[config.mk]
export PLATFORM = sky130hd
export DESIGN_NAME = keypad_scan_ctrl
export DESIGN_NICKNAME = d
export VERILOG_FILES = /design/src/rtl/keypad_scan_ctrl.sv
export SDC_FILE = /design/constraint.sdc
export NUM_CORES = 1
export LEC_CHECK = 0
export CELL_PAD_IN_SITES_DETAIL_PLACEMENT = 0
export CELL_PAD_IN_SITES_GLOBAL_PLACEMENT = 1
export CORE_MARGIN = 5
export CORE_UTILIZATION = 36
export CTS_CLUSTER_SIZE = 20
export DETAILED_ROUTE_END_ITERATION = 12
export PLACE_DENSITY = 0.65
export SETUP_SLACK_MARGIN = 0.3
export SLEW_MARGIN = 5
export SYNTH_ARGS = -nofsm -noshare
export SYNTH_HDL_FRONTEND = slang
export SYNTH_SLANG_ARGS = --single-unit
[constraint.sdc]
create_clock -name clk -period 9.1 [get_ports clk]
set_clock_uncertainty 0.2 [all_clocks]
set_input_delay 1.365 -clock clk [delete_from_list [all_inputs] [get_ports clk]]
set_output_delay 1.365 -clock clk [all_outputs]
set_load 0.005 [all_outputs]
[src/rtl/keypad_scan_ctrl.sv]
// Keypad matrix front end: row scanning, per-key debounce and a small
// press/release event FIFO drained through a valid/ready handshake.
module keypad_scan_ctrl #(
  parameter int ROWS       = 4,
  parameter int COLS       = 4,
  parameter int SCAN_DIV   = 16,
  parameter int DEBOUNCE   = 4,
  parameter int FIFO_DEPTH = 4,
  localparam int KEYS      = ROWS * COLS,
  localparam int CODE_W    = (KEYS > 1) ? $clog2(KEYS) : 1,
  localparam int FCNT_W    = $clog2(FIFO_DEPTH + 1)
) (
  input  logic              clk,
  input  logic              reset,
  input  logic [COLS-1:0]   col_in,
  output logic [ROWS-1:0]   row_out,
  output logic              evt_valid,
  output logic [CODE_W:0]   evt_data,
  input  logic              evt_ready,
  output logic [FCNT_W-1:0] fifo_count,
  output logic              overflow
);

  localparam int ROW_W = (ROWS > 1) ? $clog2(ROWS) : 1;
  localparam int COL_W = (COLS > 1) ? $clog2(COLS) : 1;
  localparam int DIV_W = $clog2(SCAN_DIV);
  localparam int CNT_W = $clog2(DEBOUNCE + 1);
  localparam int PTR_W = $clog2(FIFO_DEPTH);

  // Scan state
  logic [DIV_W-1:0] div_q, div_d;
  logic [ROW_W-1:0] row_q, row_d;
  logic [ROWS-1:0]  row_out_q, row_out_d;
  logic [COLS-1:0]  samp_q, samp_d;
  logic [ROW_W-1:0] samp_row_q, samp_row_d;

  // Debounce state
  logic [KEYS-1:0]             stable_q, stable_d;
  logic [KEYS-1:0][CNT_W-1:0]  cnt_q, cnt_d;

  // FIFO state
  logic [FIFO_DEPTH-1:0][CODE_W:0] mem_q, mem_d;
  logic [PTR_W-1:0]  wr_ptr_q, wr_ptr_d;
  logic [PTR_W-1:0]  rd_ptr_q, rd_ptr_d;
  logic [FCNT_W-1:0] count_q, count_d;
  logic              ovf_q, ovf_d;

  logic              eval_en_s;
  logic [COL_W-1:0]  eval_col_s;
  logic [CODE_W-1:0] eval_code_s;
  logic              push_s;
  logic [CODE_W:0]   push_data_s;
  logic              pop_s;
  logic              full_s;
  logic              push_ok_s;

  // Row divider, row advance and end-of-period column capture
  always_comb begin
    div_d      = div_q;
    row_d      = row_q;
    row_out_d  = row_out_q;
    samp_d     = samp_q;
    samp_row_d = samp_row_q;
    if (div_q == DIV_W'(SCAN_DIV - 1)) begin
      div_d      = '0;
      samp_d     = col_in;
      samp_row_d = row_q;
      if (row_q == ROW_W'(ROWS - 1)) begin
        row_d = '0;
      end else begin
        row_d = row_q + ROW_W'(1);
      end
      row_out_d        = '0;
      row_out_d[row_d] = 1'b1;
    end else begin
      div_d = div_q + DIV_W'(1);
    end
  end

  assign eval_en_s   = (div_q < DIV_W'(COLS));
  assign eval_col_s  = div_q[COL_W-1:0];
  assign eval_code_s = CODE_W'((int'(samp_row_q) * COLS) + int'(eval_col_s));

  // One key of the previously sampled row is debounced per cycle
  always_comb begin
    stable_d    = stable_q;
    cnt_d       = cnt_q;
    push_s      = 1'b0;
    push_data_s = '0;
    if (eval_en_s) begin
      if (samp_q[eval_col_s] == stable_q[eval_code_s]) begin
        cnt_d[eval_code_s] = '0;
      end else if (cnt_q[eval_code_s] == CNT_W'(DEBOUNCE - 1)) begin
        stable_d[eval_code_s] = samp_q[eval_col_s];
        cnt_d[eval_code_s]    = '0;
        push_s                = 1'b1;
        push_data_s           = {samp_q[eval_col_s], eval_code_s};
      end else begin
        cnt_d[eval_code_s] = cnt_q[eval_code_s] + CNT_W'(1);
      end
    end else begin
      push_s = 1'b0;
    end
  end

  assign pop_s     = (count_q != '0) && evt_ready;
  assign full_s    = (count_q == FCNT_W'(FIFO_DEPTH));
  // A pop in the same cycle frees the slot a full FIFO would otherwise deny
  assign push_ok_s = push_s && (!full_s || pop_s);

  // Event FIFO pointers, occupancy and sticky drop flag
  always_comb begin
    mem_d    = mem_q;
    wr_ptr_d = wr_ptr_q;
    rd_ptr_d = rd_ptr_q;
    count_d  = count_q;
    ovf_d    = ovf_q;
    if (push_ok_s) begin
      mem_d[wr_ptr_q] = push_data_s;
      wr_ptr_d        = wr_ptr_q + PTR_W'(1);
    end else begin
      ovf_d = ovf_q | push_s;
    end
    if (pop_s) begin
      rd_ptr_d = rd_ptr_q + PTR_W'(1);
    end else begin
      rd_ptr_d = rd_ptr_q;
    end
    case ({push_ok_s, pop_s})
      2'b10:   count_d = count_q + FCNT_W'(1);
      2'b01:   count_d = count_q - FCNT_W'(1);
      default: count_d = count_q;
    endcase
  end

  // State registers
  always_ff @(posedge clk or posedge reset) begin
    if (reset) begin
      div_q      <= '0;
      row_q      <= '0;
      row_out_q  <= ROWS'(1);
      samp_q     <= '0;
      samp_row_q <= '0;
      stable_q   <= '0;
      cnt_q      <= '0;
      mem_q      <= '0;
      wr_ptr_q   <= '0;
      rd_ptr_q   <= '0;
      count_q    <= '0;
      ovf_q      <= 1'b0;
    end else begin
      div_q      <= div_d;
      row_q      <= row_d;
      row_out_q  <= row_out_d;
      samp_q     <= samp_d;
      samp_row_q <= samp_row_d;
      stable_q   <= stable_d;
      cnt_q      <= cnt_d;
      mem_q      <= mem_d;
      wr_ptr_q   <= wr_ptr_d;
      rd_ptr_q   <= rd_ptr_d;
      count_q    <= count_d;
      ovf_q      <= ovf_d;
    end
  end

  assign row_out    = row_out_q;
  assign evt_valid  = (count_q != '0);
  assign evt_data   = mem_q[rd_ptr_q];
  assign fifo_count = count_q;
  assign overflow   = ovf_q;

endmodule

==> Word-level counts from Yosys, hierarchy flattened <==
Index checks and enable logic that the tools add are counted.
{ "totals": {"ff_bits": 108, "out_inout_bits": 14, "wordCells": 99} }
{ "op_classes": {"add_sub_neg": 8, "magnitude_cmp": 9, "n_eq_ne": 7, "n_mux": 31, "n_bitwise": 4, "n_reduce_logical": 10} }
{ "ops": {"columns": ["operator", "count"], "rows": [
  ["2-to-1 mux 48 bit", 2],
  ["AND 48 bit", 1],
  ["bitwise mux 48 bit", 1],
  ["inverter 48 bit", 1],
  ["2-to-1 mux 5 bit", 5],
  ["bitwise mux 20 bit", 1],
  ["bitwise mux 16 bit", 1],
  ["binary-select mux 3 bit (select 4 bit)", 1],
  ["demux 3 bit (select 4 bit)", 1],
  ["< comparator 2 x 3 -> 1 bit, second input constant", 4],
  ["binary-select mux 5 bit (select 2 bit)", 1],
  ["demux 5 bit (select 2 bit)", 1],
  ["2-to-1 mux 1 bit", 7],
  ["adder 2 x 1 -> 2 bit, second input constant", 3],
  ["adder 3 x 1 -> 3 bit, second input constant", 2],
  ["2-to-1 mux 3 bit", 2],
  ["case mux 3 bit (2 select lines)", 1],
  ["logical AND 1 bit", 5],
  ["< comparator 4 x 5 -> 1 bit, second input constant", 1],
  ["adder 4 x 1 -> 4 bit, second input constant", 1],
  ["adder 4 x 2 -> 4 bit", 1],
  ["binary-select mux 1 bit (select 4 bit)", 1],
  ["demux 1 bit (select 4 bit)", 1],
  ["== test 2 bit, second input constant", 2],
  ["20 further kinds", 22]
]} }

==> Logic depth before layout (Yosys ltp) <==
Gate-level depths: netlist of run 1.
{ "logic_depth": {"depth_word": 10, "depth_mapped": 15, "depth_no_buf": 11} }

==> Least setup slack after synthesis of run 1 <==
Ideal clock, no wire load.
{ "synth_path": {"path_type": "register to register", "from": "register div_q[0]", "to": "register count_q[1], in the netlist fifo_count[1]", "t_arrival_ns": 3.418, "required_time_ns": 8.775, "setup_slack_ns": 5.357, "path_stages_with_launch": 15, "path_buffers": 3, "synth_period_minus_slack_ns": 3.743, "path_cell_list": "dfrtp_1 buf_6 clkbuf_8 mux4_2 mux4_2 ha_1 ha_1 nand2_1 nor2_2 buf_6 nor2_1 fa_1 nand2b_1 mux2i_1 nor4b_2"} }
{ "synth_via": {"elab_chain_len": 10, "elab_cells_between_ends": 18, "classes_between": "1 x add/sub; 1 x order compare; 4 x eq/ne; 10 x mux; 2 x reduce/logical"} }
{ "synth_rtl": {"columns": ["element", "line_no", "rtl"], "rows": [
  ["start: declaration", "31", "logic [DIV_W-1:0] div_q, div_d;"],
  ["start signal: assignment", "152", "div_q <= div_d;"],
  ["adder 4 x 2 -> 4 bit", "82", "assign eval_code_s = CODE_W'((int'(samp_row_q) * COLS) + int'(eval_col_s));"],
  ["binary-select mux 3 bit (select 4 bit)", "93", "end else if (cnt_q[eval_code_s] == CNT_W'(DEBOUNCE - 1)) begin"],
  ["2-to-1 mux 3 bit (implied by the code)", "93", null],
  ["== test 3 x 2 -> 1 bit", "93", null],
  ["2-to-1 mux 1 bit", "93", null],
  ["2-to-1 mux 1 bit", "91", "if (samp_q[eval_col_s] == stable_q[eval_code_s]) begin"],
  ["2-to-1 mux 1 bit (*)", "90", "if (eval_en_s) begin"],
  ["logical AND 1 bit (*)", "109", "assign push_ok_s = push_s && (!full_s || pop_s);"],
  ["== test 2 x 1 -> 1 bit / == test 2 bit (equally long branches)", "129", "case ({push_ok_s, pop_s})"],
  ["case mux 3 bit (2 select lines) (*)", "129", null],
  ["net count_d[1]", "45", "logic [FCNT_W-1:0] count_q, count_d;"],
  ["end signal: assignment", "162", "count_q <= count_d;"],
  ["end: declaration", "45", null]
]} }
The timed path passes the listed nets; every way through them passes the cells marked *. The select of a mux whose other input is x is not followed.
A chain may end at the register's enable or synchronous reset.

==> Final worst setup path of run 1 <==
Same ends and word-level chain as after synthesis.

==> results.yml, run 1 <==
power_and_ir_drop:
  p_leak_nw: 2.56
  share_clk_of_total_power_pct: 38.9
  ir_drop_uv: 97.4
  seq_power_share_pct: 50.9
  netSwitchingPower_w: 0.000257
  power_report.internal_total_w: 0.000778
  comb_power_share_pct: 10.2
  power_density_over_cell_area_nw_per_um2: 178
  switching_share_pct: 24.9
logic_synthesis:
  seq_area_frac_synth_pct: 51.0
  synth_enable_flop_cells: 0
  yosysTopAreaCellShare_pct: 50.5
  multiplexer_share_of_the_synthesized_area_pct: 17.9
  syn_area_cell_um2: 12.4
  post_synth_and_or_nand_nor_area_fraction_pct: 11.5
  ys_types: 45
  syn-cell-area_um2: 5300
  post_synth_xor_area_fraction_pct: 1.51
  syn_inst: 429
  synth_compound_area_share_pct: 9.16
  async_set_reset_flop_share_out_of_synthesis_pct: 100
  yosys.area_share.adder_pct: 3.92
  synth_common_cells: "107 x dfrtp_1, 72 x nand2_1, 43 x o21ai_0, 28 x mux2_2, 21 x mux4_2"
  synth_top_area_cells: "dfrtp_1 51%, mux4_2 8.9%, mux2_2 5.9%"
  postSynthRegisterBits: 108
  number_of_nets_in_the_synthesized_netlist: 452
  synth_area_leader_cell: "dfrtp_1"
  synth_flop_cell: "dfrtp_1"
  synth_top_family_by_area: "multiplexers"
  synth_most_common_cell: "dfrtp_1"
  number_of_warning_messages_in_the_yosys_log: 0
floorplan:
  placement_rows: 44
  floorplan.core_area_um2: 14500
  design.die.area_um2: 17300
  die_width_um: 131
  floorplan.initialDensity_pct: 36.6
  die_h_um: 131
  pin_count: 21
critical_path:
  biggest_fanout_along_the_worst_timing_path: 24
  delay_of_the_slowest_critical_path_stage_ps: 1020
  worst_ep_required_time_ps: 9160
  critical-path-top-cell-by-count: "mux4_2"
  timing.critical_path.max_delay_family: "simple AND/OR/NAND/NOR gates"
  critPathArrivalTime_ps: 4970
  timing.critical_path.buf_inv: 1
  setup.worst_path.class: "register to register"
  path_cells: "mux4_2 > mux4_2 > inv_1 > ha_1 > nand2_1 > nor2_2 > nor2_1 > fa_1 > nand2b_1 > mux2i_1 > nor4b_2"
  critical-path-slowest-cell: "dfrtp_1"
  startpoint_type: "register"
  cp_endpoint_kind: "register"
clocking:
  clk-insertion-delay-late_ps: 360
  cts.root.buffer_cell: "clkbuf_16"
  postCtsSetupBuffers: 0
  cts.repair.resized: 0
  cts_hold_buffers: 0
  htree_levels: 3
  clk_transition_reported_paths_ps: 80
  tritoncts: "yes"
  clockBufferDepth: 2
  cts_num_sinks: 108
  numCtsBuffers: 9
route:
  drc_errors: 0
  route.detailed.vias_per_inst: 5.22
  routed_vias: 3249
  detail_route.iter0.violations: 282
  postRouteWirelength_mm: 11.1
  detailedRoute.firstPassIterationCount: 4
  ant_nets: 0
  drt-wirelength-per-cell_um: 17.8
sta:
  setup-violations-final: 0
  report.final.slew_viol_count: 0
  report.final.hold_viol_count: 0
  tightest_slew_ps: 1030
  min_period_ps: 4910
  timing.max_slew.rel_slack_pct: 31.4
  layout_worst_path_cycle_share_pct: 53.9
  timing.setup.tns_ps: 0
  max_freq_ghz: 0.204
  grt_setup_unrepaired: "false"
place:
  detailedPlacementHpwl_mm: 7.52
  gp_congestion: 0.804
  io_buffers: 20
global_route:
  grt_usage_pct: 13.5
  grt_pass1_wl_mm: 18.7
  pin_count_of_the_biggest_net_entering_global_routing: 76
  grt_remaining_overflow: 0
  antenna_found_initial: 0
  first_global_vias: 3414
final_layout:
  drive_above_1_share_pct: 17.8
  final_util_pct: 40.2
  antenna_diode_count: 0
  synthesis_to_layout_area_growth_pct: 9.79
  finish.net_count: 457
hold_path:
  timing.hold.worst.class: "register to register"
run:
  max-cap-violations: 0
status:
  run_status: "finished, final reports clean"
[routing by layer]
metal,global-route usage (%),wire length (µm),up-vias
met5,0,0,-
met4,4.00,171,0
met3,3.63,429,17
met2,20.5,5030,56
met1,19.1,5430,1621
li1,-,-,1555
[cell usage in the layout (no fill, tap or decap), types with 3 or more instances in the layout]
cell type	netlist	layout
nand2_1	72	72
o21ai_0	43	43
and2_1	5	5
nor2_1	9	9
xnor2_1	5	5
clkbuf_16	0	9
mux4_1	5	5
inv_1	9	8
mux2_2	28	28
a21oi_1	3	3
dfrtp_1	107	107
nand3_1	19	19
clkdlybuf4s50_1	0	20
ha_1	15	15
nand2_4	4	4
o21ai_1	10	10
a32o_1	16	16
mux4_2	21	21
[stage by stage]
| step | hold slack [ps] | cells | power, W | cell area (µm²) | setup slack, ps |
|---|---|---|---|---|---|
| finish | 284 | 623 | 0.00104 | 5820 | 4190 |
| global route | 308 | 623 | 0.00108 | 5820 | 3710 |
| floorplan | 245 | 429 | 0.000604 | 5300 | 4690 |
| detailed placement | 273 | 607 | 0.000645 | 5520 | 4120 |
| CTS | 287 | 623 | 0.00105 | 5820 | 4100 |
| global placement | 265 | 607 | 0.000641 | 5520 | 4360 |
[logic make-up after synthesis]
logic type	count (synthesis)
AOI/OAI and AO/OA	78
xor gates and xnor gates	7
adders and majority gates	16
buffers and inverters	37
DFF	108
muxes	57
and+or+nand+nor	126
[worst reg2reg max path, stage by stage (launching register included)]
cell      delay, ps
dfrtp_1        1020
mux4_2          640
mux4_2          480
inv_1            70
ha_1            230
nand2_1         160
nor2_2          820
nor2_1          150
fa_1            560
nand2b_1        110
mux2i_1          90
nor4b_2         280
[final timing paths]
check / start / cells after the start / end / slack [ps]
worst min-delay path: cnt_q[5] / 2 / cnt_q[5] / 280
max in group asynchronous: reset / 3 / row_out[3] / 6240
worst max-delay path: div_q[0] / 11 / fifo_count[1] / 4190
worst min register to register: cnt_q[5] / 2 / cnt_q[5] / 280
worst max register to register: div_q[0] / 11 / fifo_count[1] / 4190
min in group asynchronous: reset / 2 / cnt_q[10] / 1170
[flip-flops by register name (all words and copies together), names as in the netlist, 3 cells and up]
name	cells
cnt_q	48
mem_q	20
stable_q	16
div_q	4
row_out	4
samp_q	4
fifo_count	3
[area by class of cell]
class                      count  area (µm²)
clock buffer                  12         246
tap                          184         230
timing repair buffer          22         215
multi-input combinational    284        2330
clock inverter                 4        55.1
fill                        1387        8660
sequential                   108        2700
inverter                       9        36.3
[power groups by stage]
stage	clock (W)	combinational, W	sequential (W)
4_1_cts	0.000415	0.000108	0.000528
6_report	0.000403	0.000106	0.000527
3_3_place_gp	0	0.000104	0.000538
5_1_grt	0.000431	0.000121	0.000531
2_1_floorplan	0	0.0000868	0.000518
3_5_place_dp	0	0.000107	0.000538
No activity file was read; power rests on OpenSTA's default activity.
==> inputs of run 2 (changes only) <==
clock period = 4.7 ns   (was 9.1 ns; I/O delays follow)
==> results.yml, run 2 (synthesis results as in run 1) <==
clocking:
  cts.repair.resized: 0
  tritoncts: "yes"
  cts.root.buffer_cell: "clkbuf_16"
  numCtsBuffers: 9
  cts_hold_buffers: 0
  postCtsSetupBuffers: 0
  clk_transition_reported_paths_ps: 80
  cts_num_sinks: 108
  clockBufferDepth: 2
  clk-insertion-delay-late_ps: 360
  htree_levels: 3
power_and_ir_drop:
  totalPowerFinal_w: 0.00202
  p_leak_nw: 2.59
  power_density_over_cell_area_nw_per_um2: 345
  ir_drop_uv: 159
floorplan:
  placement_rows: 44
  floorplan.initialDensity_pct: 36.6
  pin_count: 21
  die_h_um: 131
  floorplan.core_area_um2: 14500
  design.die.area_um2: 17300
  die_width_um: 131
sta:
  tightest_slew_ps: 1020
  final.setup.worst_slack_ps: 684
  report.final.hold_viol_count: 0
  final.hold.worst_slack_ps: 288
  timing.max_slew.rel_slack_pct: 31.6
  report.final.slew_viol_count: 0
  max_freq_ghz: 0.249
  layout_worst_path_cycle_share_pct: 85.4
  setup-violations-final: 0
  min_period_ps: 4020
  grt_setup_unrepaired: "false"
  timing.setup.tns_ps: 0
hold_path:
  hold_path_startpoint: "stable_q[2]"
  timing.hold.worst.class: "register to register"
route:
  detailedRoute.firstPassIterationCount: 4
  ant_nets: 0
  route.detailed.vias_per_inst: 5.28
  detail_route.iter0.violations: 208
  drc_errors: 0
  postRouteWirelength_mm: 10.9
  drt-wirelength-per-cell_um: 17.4
  routed_vias: 3306
run:
  max-cap-violations: 0
final_layout:
  drive_above_1_share_pct: 18.8
  synthesis_to_layout_area_growth_pct: 10.5
  antenna_diode_count: 0
  final_cell_mix: "107 x dfrtp_1, 72 x nand2_1, 43 x o21ai_0"
  reg.largest.list: "cnt_q (48), mem_q (20), stable_q (16)"
  final_common_cell: "dfrtp_1"
  fillers: 1369
  top_reg_by_flops: "cnt_q"
  finish.net_count: 460
  largest_register_ffs: 48
place:
  io_buffers: 20
  detailedPlacementHpwl_mm: 7.57
  place_ws_ps: 683
  gp_congestion: 0.793
critical_path:
  worst_ep_required_time_ps: 4740
  rr_startpoint: "div_q[0]"
  setup.worst_path.class: "register to register"
  worstSetupStartpoint: "div_q[0]"
  biggest_fanout_along_the_worst_timing_path: 17
  reg2reg_to: "fifo_count[1]"
  setup.worst_path.end: "fifo_count[1]"
  ff2ff_path_depth: 11
  delay_of_the_slowest_critical_path_stage_ps: 910
  critPathArrivalTime_ps: 4060
  ff2ff_setup_slack_ps: 680
  startpoint_type: "register"
  critical-path-slowest-cell: "dfrtp_1"
  path_cells: "mux4_2 > mux4_2 > ha_1 > ha_1 > nand2_1 > nor2_2 > nor2_1 > fa_1 > nand2b_1 > mux2i_1 > nor4b_2"
  cp_endpoint_kind: "register"
global_route:
  pin_count_of_the_biggest_net_entering_global_routing: 82
  grt_pass1_wl_mm: 18.4
  first_global_vias: 3380
  grt_usage_pct: 13.1
  grt_remaining_overflow: 0
  antenna_found_initial: 0
status:
  run_status: "finished, final reports clean"
run 2: cell types whose count changed in the layout (fill, tap and decap cells not counted):
cell / previous run / this run
clkbuf_1: 2 / 0
clkbuf_8: 1 / 2
inv_6: 2 / 3
buf_4: 2 / 5
run 2: how the worst min path moves through the flow:
| stage | cells past startpoint | to | slack, ps |
|---|---|---|---|
| global route | 1 | stable_q[10] | 310 |
| detailed placement | 1 | stable_q[2] | 280 |
| finish | 1 | stable_q[2] | 290 |
| global placement | 1 | stable_q[7] | 260 |
| floorplan | 2 | cnt_q[19] | 240 |
| CTS | 1 | stable_q[2] | 300 |
run 2: final cells by class:
class                   instances  area, µm²  share of cell area, %
multi-input cells             284       2330                   39.8
clock inverters                 5       63.8                   1.09
well taps                     184        230                   3.93
flip-flops and latches        108       2700                   46.2
inverters                       9       36.3                  0.619
repair buffers                 25        238                   4.06
clock buffers                  11        253                   4.31
run 2: stage by stage:
step / cell area (µm²) / util [%] / cells
finish: 5860 / 40.5 / 626
global route: 5860 / 40.5 / 626
CTS: 5860 / 40.5 / 626
detailed placement: 5540 / 38.3 / 610
global placement: 5540 / 38.3 / 610
floorplan: 5300 / - / 429
run 2: per-layer routing:
layer | part of all wire (%) | track usage, %
met1 | 46 | 17.8
met2 | 48 | 20.8
met3 | 4.2 | 2.91
met4 | 1.5 | 4.51
met5 | 0 | 0
run 2: report_power, final:
group,total [W],internal [W],switching (W)
combinational,0.000203,0.000116,0.0000863
sequential,0.00102,0.000958,0.0000609
clock,0.000798,0.000448,0.000350
run 2: worst max-delay path, delay by kind of cell (launching register included):
family | cells | cell delay, ps
fa+ha+maj | 3 | 910
flops | 1 | 910
mux | 3 | 1250
simple gates | 5 | 620
